===== src/rtl/spi_slave_param.sv =====
// SPI slave with a configurable word length and SPI mode. The bus signals are
// synchronised into clk, with a one-word tx buffer, an rx holding register and
// sticky overrun/underrun flags.
module spi_slave_param #(
  parameter int unsigned DATA_W      = 16,
  parameter int unsigned CPOL        = 0,
  parameter int unsigned CPHA        = 0,
  parameter int unsigned SYNC_STAGES = 2
) (
  input  logic              clk,
  input  logic              rst,
  input  logic              sclk,
  input  logic              cs_n,
  input  logic              mosi,
  output logic              miso,
  output logic              miso_oe,
  input  logic [DATA_W-1:0] tx_data,
  input  logic              tx_load,
  output logic              tx_ready,
  output logic [DATA_W-1:0] rx_data,
  output logic              rx_valid,
  input  logic              rx_ack,
  output logic              overrun,
  output logic              underrun,
  input  logic              clr_err
);

  localparam int unsigned CNT_W       = $clog2(DATA_W + 1);
  localparam logic        IDLE_SCLK   = (CPOL != 0);
  localparam bit          SAMPLE_RISE = (CPOL == CPHA);

  typedef enum logic [1:0] {
    IDLE  = 2'd0,
    LOAD  = 2'd1,
    SHIFT = 2'd2
  } state_t;

  logic [SYNC_STAGES-1:0] sclk_sync_q, cs_sync_q, mosi_sync_q;
  logic                   sclk_prev_q, cs_prev_q;
  state_t                 state_q, state_d;
  logic [CNT_W-1:0]       bit_cnt_q, bit_cnt_d;
  logic [DATA_W-1:0]      tx_shift_q, tx_shift_d;
  logic [DATA_W-1:0]      rx_shift_q, rx_shift_d;
  logic [DATA_W-1:0]      txbuf_q, txbuf_d;
  logic                   tx_ready_q, tx_ready_d;
  logic [DATA_W-1:0]      rx_data_q, rx_data_d;
  logic                   rx_valid_q, rx_valid_d;
  logic                   overrun_q, overrun_d;
  logic                   underrun_q, underrun_d;
  logic                   miso_q, miso_d;
  logic                   miso_oe_q, miso_oe_d;
  // from_buf: current word came from the buffer; und_pend: current word is a zero fill
  logic                   from_buf_q, from_buf_d;
  logic                   und_pend_q, und_pend_d;

  logic sclk_s, cs_s, mosi_s;
  logic sclk_rise, sclk_fall, sample_stb, shift_stb, cs_fall, word_done;
  logic ovr_set, und_set;

  assign sclk_s     = sclk_sync_q[SYNC_STAGES-1];
  assign cs_s       = cs_sync_q[SYNC_STAGES-1];
  assign mosi_s     = mosi_sync_q[SYNC_STAGES-1];
  assign sclk_rise  = sclk_s & ~sclk_prev_q;
  assign sclk_fall  = ~sclk_s & sclk_prev_q;
  assign sample_stb = SAMPLE_RISE ? sclk_rise : sclk_fall;
  assign shift_stb  = SAMPLE_RISE ? sclk_fall : sclk_rise;
  assign cs_fall    = cs_prev_q & ~cs_s;
  assign word_done  = (bit_cnt_q == CNT_W'(DATA_W));

  always_comb begin
    state_d    = state_q;
    bit_cnt_d  = bit_cnt_q;
    tx_shift_d = tx_shift_q;
    rx_shift_d = rx_shift_q;
    txbuf_d    = txbuf_q;
    tx_ready_d = tx_ready_q;
    rx_data_d  = rx_data_q;
    rx_valid_d = rx_valid_q;
    miso_d     = miso_q;
    miso_oe_d  = miso_oe_q;
    from_buf_d = from_buf_q;
    und_pend_d = und_pend_q;
    ovr_set    = 1'b0;
    und_set    = 1'b0;

    if (tx_load && tx_ready_q) begin
      txbuf_d    = tx_data;
      tx_ready_d = 1'b0;
    end
    if (rx_ack) begin
      rx_valid_d = 1'b0;
    end

    case (state_q)
      IDLE: begin
        if (cs_fall) begin
          state_d = LOAD;
        end
      end
      LOAD: begin
        if (cs_s) begin
          state_d = IDLE;
        end else begin
          state_d   = SHIFT;
          bit_cnt_d = '0;
          if (!tx_ready_q) begin
            tx_shift_d = txbuf_q;
            tx_ready_d = 1'b1;
            from_buf_d = 1'b1;
            und_pend_d = 1'b0;
          end else begin
            tx_shift_d = '0;
            from_buf_d = 1'b0;
            und_pend_d = 1'b1;
          end
          if (CPHA == 0) begin
            miso_d = ~tx_ready_q & txbuf_q[DATA_W-1];
          end
        end
      end
      SHIFT: begin
        if (word_done) begin
          if (rx_valid_q && !rx_ack) begin
            ovr_set = 1'b1;
          end else begin
            rx_data_d  = rx_shift_q;
            rx_valid_d = 1'b1;
          end
          from_buf_d = 1'b0;
          und_pend_d = 1'b0;
          state_d    = cs_s ? IDLE : LOAD;
        end else if (cs_s) begin
          // aborted word: its buffered data goes back unless the host refilled it
          state_d = IDLE;
          if (from_buf_q && tx_ready_q) begin
            tx_ready_d = 1'b0;
          end
        end else begin
          if (sample_stb) begin
            rx_shift_d = {rx_shift_q[DATA_W-2:0], mosi_s};
            bit_cnt_d  = bit_cnt_q + CNT_W'(1);
            if (und_pend_q && (bit_cnt_q == '0)) begin
              und_set    = 1'b1;
              und_pend_d = 1'b0;
            end
          end
          if (shift_stb) begin
            if ((CPHA != 0) && (bit_cnt_q == '0)) begin
              miso_d = tx_shift_q[DATA_W-1];
            end else if (bit_cnt_q != '0) begin
              tx_shift_d = {tx_shift_q[DATA_W-2:0], 1'b0};
              miso_d     = tx_shift_q[DATA_W-2];
            end else begin
              miso_d = miso_q;
            end
          end
        end
      end
      default: begin
        state_d = IDLE;
      end
    endcase

    if (state_d == IDLE) begin
      bit_cnt_d  = '0;
      rx_shift_d = '0;
      tx_shift_d = '0;
      from_buf_d = 1'b0;
      und_pend_d = 1'b0;
      miso_d     = 1'b0;
      miso_oe_d  = 1'b0;
    end else begin
      miso_oe_d = 1'b1;
    end

    overrun_d  = ovr_set ? 1'b1 : (clr_err ? 1'b0 : overrun_q);
    underrun_d = und_set ? 1'b1 : (clr_err ? 1'b0 : underrun_q);
  end

  always_ff @(posedge clk or posedge rst) begin
    if (rst) begin
      sclk_sync_q <= {SYNC_STAGES{IDLE_SCLK}};
      cs_sync_q   <= {SYNC_STAGES{1'b1}};
      mosi_sync_q <= '0;
      sclk_prev_q <= IDLE_SCLK;
      cs_prev_q   <= 1'b1;
      state_q     <= IDLE;
      bit_cnt_q   <= '0;
      tx_shift_q  <= '0;
      rx_shift_q  <= '0;
      txbuf_q     <= '0;
      tx_ready_q  <= 1'b1;
      rx_data_q   <= '0;
      rx_valid_q  <= 1'b0;
      overrun_q   <= 1'b0;
      underrun_q  <= 1'b0;
      miso_q      <= 1'b0;
      miso_oe_q   <= 1'b0;
      from_buf_q  <= 1'b0;
      und_pend_q  <= 1'b0;
    end else begin
      sclk_sync_q <= {sclk_sync_q[SYNC_STAGES-2:0], sclk};
      cs_sync_q   <= {cs_sync_q[SYNC_STAGES-2:0], cs_n};
      mosi_sync_q <= {mosi_sync_q[SYNC_STAGES-2:0], mosi};
      sclk_prev_q <= sclk_s;
      cs_prev_q   <= cs_s;
      state_q     <= state_d;
      bit_cnt_q   <= bit_cnt_d;
      tx_shift_q  <= tx_shift_d;
      rx_shift_q  <= rx_shift_d;
      txbuf_q     <= txbuf_d;
      tx_ready_q  <= tx_ready_d;
      rx_data_q   <= rx_data_d;
      rx_valid_q  <= rx_valid_d;
      overrun_q   <= overrun_d;
      underrun_q  <= underrun_d;
      miso_q      <= miso_d;
      miso_oe_q   <= miso_oe_d;
      from_buf_q  <= from_buf_d;
      und_pend_q  <= und_pend_d;
    end
  end

  assign miso     = miso_q;
  assign miso_oe  = miso_oe_q;
  assign tx_ready = tx_ready_q;
  assign rx_data  = rx_data_q;
  assign rx_valid = rx_valid_q;
  assign overrun  = overrun_q;
  assign underrun = underrun_q;

endmodule


===== config.mk =====
export PLATFORM = sky130hd
export DESIGN_NAME = spi_slave_param
export DESIGN_NICKNAME = d
export VERILOG_FILES = /design/src/rtl/spi_slave_param.sv
export SDC_FILE = /design/constraint.sdc
export NUM_CORES = 1
export LEC_CHECK = 0
export CORE_ASPECT_RATIO = 0.9
export CORE_MARGIN = 2
export CORE_UTILIZATION = 59
export DETAILED_ROUTE_END_ITERATION = 16
export PLACE_DENSITY = 0.84
export SETUP_SLACK_MARGIN = 0.1
export SYNTH_ARGS = -nofsm -noshare
export SYNTH_HDL_FRONTEND = slang
export SYNTH_SLANG_ARGS = --single-unit

===== constraint.sdc =====
create_clock -name clk -period 6.85 [get_ports clk]
set_clock_uncertainty 0.2 [all_clocks]
set_input_delay 1.37 -clock clk [delete_from_list [all_inputs] [get_ports clk]]
set_output_delay 1.37 -clock clk [all_outputs]
set_load 0.03 [all_outputs]

[Word-level counts from Yosys, hierarchy flattened]
Cells that the tools add are included.
Storage, ports and cells
  word-level logic and storage cells: 132
  output and inout bits: 22
  register bits after elaboration: 86
  input port bits: 24
  latch bits: 0
  memories kept: 0
  memory bits (writable): 0
  memory bits (read-only): 0
Operators by class
  $lt $le $gt $ge: 0
  eq/ne operators: 15
  multiply operators: 0
  $add $sub $neg: 1
  reductions and logical operators: 20
  bitwise gates (word level): 9
  shift operators: 0
  multiplexer cells: 68
  divide/modulo/power cells: 0
Operator list (count)
  15-bit 2-to-1 mux: 7
  16-bit 2-to-1 mux: 5
  1-bit 2-to-1 mux: 40
  15-bit case mux with 2 select lines: 1
  5-bit 2-to-1 mux: 5
  3-bit inequality test, second input constant: 7
  4-bit inequality test, second input constant: 3
  5-bit case mux with 2 select lines: 1
  5-bit AND reduction: 2
  2-bit 2-to-1 mux: 4
  1-bit case mux with 2 select lines: 4
  2-bit nonzero test: 4
  2-bit case mux with 3 select lines: 1
  3-bit AND reduction: 2
  6-bit AND reduction: 1
  5-bit by 1-bit adder with 5-bit output, second input constant: 1
  5-bit equality test, second input constant: 1
  5-bit zero test: 1
  1-bit inverter: 5
  5-bit nonzero test: 1
  1-bit AND: 4
  1-bit logical AND: 4
  2-bit zero test: 2
  2-bit by 1-bit inequality test with 1-bit output, second input constant: 2
  other kinds (5): 5

[Logic depth before layout (Yosys ltp)]
  depth after elaboration: 8
  depth in mapped cells: 9
  mapped depth without buffers: 7

[Worst setup path after synthesis]
OpenSTA, ideal clock, no wires.
  kind: input to register
  start point: input tx_load
  end point: register txbuf_q[0]
  stages on the path: 3
  setup time: 0.125 ns
  setup slack: 4.259 ns
  required time: 6.525 ns
  arrival time: 2.267 ns
  cells stage by stage: nand2_1 -> clkbuf_1 -> mux2_2
Between the ends
  word-level cells in the longest chain between the ends: 1
Ends and longest elaborated chain
  start, declared: RTL line 18  | input logic tx_load,
  1-bit logical AND: RTL line 86  | if (tx_load && tx_ready_q) begin
  end signal, assigned: RTL line 211  | txbuf_q <= txbuf_d;
  end, declared: RTL line 44  | logic [DATA_W-1:0] txbuf_q, txbuf_d;
No other way between the ends.
A chain may end at the register's enable or synchronous reset.

[Final worst setup path]
  start point: register tx_ready_q (netlist: tx_ready)
  end point: output tx_ready
RTL lines
  start, declared: RTL line 45  | logic tx_ready_q, tx_ready_d;
  start signal, assigned: RTL line 212  | tx_ready_q <= tx_ready_d;
  end, declared: RTL line 19  | output logic tx_ready,
No word-level cell between the ends.

==> results.sh <==
export IMPL_layout_common_cells="82 x dfrtp_1, 45 x clkdlybuf4s50_1, 44 x nand2_1, 33 x mux2_2, 27 x a21oi_1"
export IMPL_crit_path_max_incr_delay_ns=0.69
export IMPL_portBuffers=45
export IMPL_power_frac_seq=0.464
export IMPL_antenna_found_initial=0
export IMPL_core_um2=6150
export IMPL_setup_violations=0
export IMPL_max_slew_margin=0.156
export IMPL_dp_final_hpwl_mm=4.60
export IMPL_synth_seq_area_share=0.575
export IMPL_stdcell_count=462
export IMPL_dr_pass1_iters=5
export IMPL_whs_path_depth=0
export IMPL_final_layout_size_suffix_gt1_frac=0.173
export IMPL_worstMarginPinSlew_ns=1.27
export IMPL_fin_crit_sh=0.473
export IMPL_syn_to_final_growth_pct=18.4
export IMPL_power_w=0.00144
export IMPL_reg2reg_to="tx_shift_q[3]"
export IMPL_cp_required_ns=5.28
export IMPL_layout_commonest_cell="dfrtp_1"
export IMPL_antenna_cells=0
export IMPL_wl_per_cell_um=14.8
export IMPL_grt_overflow=0
export IMPL_crit_path_start_kind="flop"
export IMPL_status="finished clean"
export IMPL_vias=2570
export IMPL_p_per_area_nw_per_um2=324
export IMPL_post_cts_setup_buffers=0
export IMPL_postSynthAreaPerCell_um2=11.3
export IMPL_cp_slowest_cell="clkdlybuf4s50_1"
export IMPL_grt_pass1_vias=2549
export IMPL_cp_num_buf_inv=1
export IMPL_min_path_type="reg -> reg"
export IMPL_stdcell_area_um2=4440
export IMPL_ctsLongestPathBuffers=2
export IMPL_htree_num_levels=3
export IMPL_dpl_cell_area_um2=4240
export IMPL_place_ws_ns=3.78
export IMPL_ys_types=45
export IMPL_hold_buffers=0
export IMPL_synth_nets=361
export IMPL_netlist_instances=331
export IMPL_insertion_delay_ns=0.36
export IMPL_root_buffer="clkbuf_8"
export IMPL_final_antenna_net_count=0
export IMPL_ir_drop_mv=0.200
export IMPL_grt_usage=0.222
export IMPL_critical_path_top_delay_family="buffers and inverters"
export IMPL_worstHoldStart="sclk_sync_q[0]"
export IMPL_power_frac_comb=0.289
export IMPL_rows=27
export IMPL_die_h_um=79.7
export IMPL_drc=0
export IMPL_arrival_ns=1.67
export IMPL_intPower_w=0.000948
export IMPL_dieArea_um2=7010
export IMPL_globalplace_congestion=0.864
export IMPL_fmax_ghz=0.309
export IMPL_power_switching_w=0.000492
export IMPL_drt_iter0_drc=164
export IMPL_grt_pass1_wl_mm=12.0
export IMPL_critPathMaxFanout=9
export IMPL_async_reset_ff_frac=1.00
export IMPL_cts_sinks=86
export IMPL_worst_slack_ns=3.61
export IMPL_place_inst=446
export IMPL_power_leakage_nw=1.92
export IMPL_crit_reg2reg_launch="state_q[0]"
export IMPL_post_cts_resized=0
export IMPL_power_switching_fraction=0.342
export IMPL_path_clk_slew_ns=0.08
export IMPL_reg2regPathDepth=7
export IMPL_synth_edf_count=0
export IMPL_drv_slew=0
export IMPL_die_w_um=88.1
export IMPL_ys_flop_type="dfrtp_1"
export IMPL_cap_violations=0
export IMPL_fin_setup_tns_ns=0
export IMPL_routed_wl_mm=6.85
export IMPL_path_cells="clkdlybuf4s50_1"
export IMPL_cts_tree="done"
export IMPL_ys_warnings_count=0
export IMPL_ios=46
export IMPL_endpoint_kind="output port"
export IMPL_worstHoldEndpoint="sclk_sync_q[1]"
export IMPL_syn_cell_area_um2=3750
export IMPL_hold_viol_final=0
export IMPL_viasPerCell=5.56
export IMPL_final_nets=400
export IMPL_grt_max_degree=87
export IMPL_initial_utilization=0.610
export IMPL_power_frac_clock=0.247
export IMPL_path_class="reg -> out"
export IMPL_period_needed_ns=3.24
export IMPL_rsz0062_at_grt="no"
export IMPL_reg2reg_setup_slack_ns=3.93
export IMPL_ys_ff_latch=86
export IMPL_cts_buffers=9
[cell usage after synthesis, drive strengths merged, types with 2 or more instances]
| library cell | number | share of area |
|---|---|---|
| o21ai | 3 | 0.0040 |
| o211ai | 2 | 0.0040 |
| a21oi | 28 | 0.037 |
| nand3 | 4 | 0.0067 |
| nor2b | 2 | 0.0033 |
| a211oi | 15 | 0.030 |
| nand2b | 4 | 0.0067 |
| dfstp | 4 | 0.028 |
| clkbuf | 8 | 0.0080 |
| and3 | 2 | 0.0033 |
| dfrtp | 82 | 0.55 |
| nor4 | 2 | 0.0033 |
| a22oi | 14 | 0.028 |
| nor2 | 26 | 0.026 |
| o22ai | 4 | 0.010 |
| ha | 6 | 0.020 |
| nand2 | 44 | 0.044 |
| nor3b | 3 | 0.0073 |
| inv | 12 | 0.012 |
| mux2 | 34 | 0.10 |
| buf | 12 | 0.018 |
| or3b | 2 | 0.0053 |
| nand3b | 2 | 0.0040 |
[through the flow]
stage / hold slack, ns / utilization
floorplan: 0.131 / -
finish: 0.153 / 0.722
CTS: 0.154 / 0.722
global placement: 0.137 / 0.690
detailed placement: 0.135 / 0.690
global route: 0.168 / 0.722
[area by class of cell]
class | instances | area [um2]
Clock inverter | 6 | 71.3
Tap cell | 87 | 109
Timing Repair Buffer | 48 | 473
Multi-Input combinational cell | 213 | 1460
Inverter | 12 | 46.3
Sequential cell | 86 | 2160
Fill cell | 479 | 1710
Clock buffer | 10 | 128
[registers in the layout, indices dropped and copies added (netlist names), 2 cells and up]
signal and count:
tx_shift_q 15, rx_data 16, mosi_sync_q 2, rx_shift_q 16, state_q 2, bit_cnt_q 5
sclk_sync_q 2, cs_sync_q 2, txbuf_q 16
[worst max path at each step]
stage          slack [ns]            to  startpoint  depth (start not counted)
4_1_cts              3.60      tx_ready    tx_ready                          1
3_3_place_gp         3.83    txbuf_q[0]     tx_load                          3
5_1_grt              3.57      tx_ready    tx_ready                          1
6_report             3.61      tx_ready    tx_ready                          1
3_5_place_dp         3.78    rx_data[3]      rx_ack                          4
2_1_floorplan        3.06  bit_cnt_q[0]         rst                          1
[power groups by stage]
stage | Combinational (W) | Clock (W) | Sequential (W)
4_1_cts | 0.000419 | 0.000364 | 0.000668
6_report | 0.000416 | 0.000355 | 0.000668
3_5_place_dp | 0.000417 | 0 | 0.000677
2_1_floorplan | 0.000331 | 0 | 0.000665
3_3_place_gp | 0.000402 | 0 | 0.000672
5_1_grt | 0.000465 | 0.000384 | 0.000680
[cell families (layout without fill, tap and decap cells)]
family | count (synthesis) | count (layout) | synth area share
and+or+nand+nor | 96 | 96 | 0.124
DFF | 86 | 86 | 0.575
AOI/OAI and AO/OA | 76 | 76 | 0.139
muxes | 35 | 35 | 0.105
buffers and inverters | 32 | 76 | 0.0377
adders and majority gates | 6 | 6 | 0.0200
[metal layers]
| layer | routed length (um) | GRT usage | vias to the layer above | part of all wire |
|---|---|---|---|---|
| met1 | 3000 | 0.291 | 1258 | 0.44 |
| met4 | 62 | 0.0409 | 0 | 0.0091 |
| met2 | 3490 | 0.369 | 62 | 0.51 |
| li1 | - | - | 1242 | - |
| met3 | 295 | 0.0714 | 8 | 0.043 |
| met5 | 0 | 0 | - | 0 |
Power figures use the tool's default switching activity.
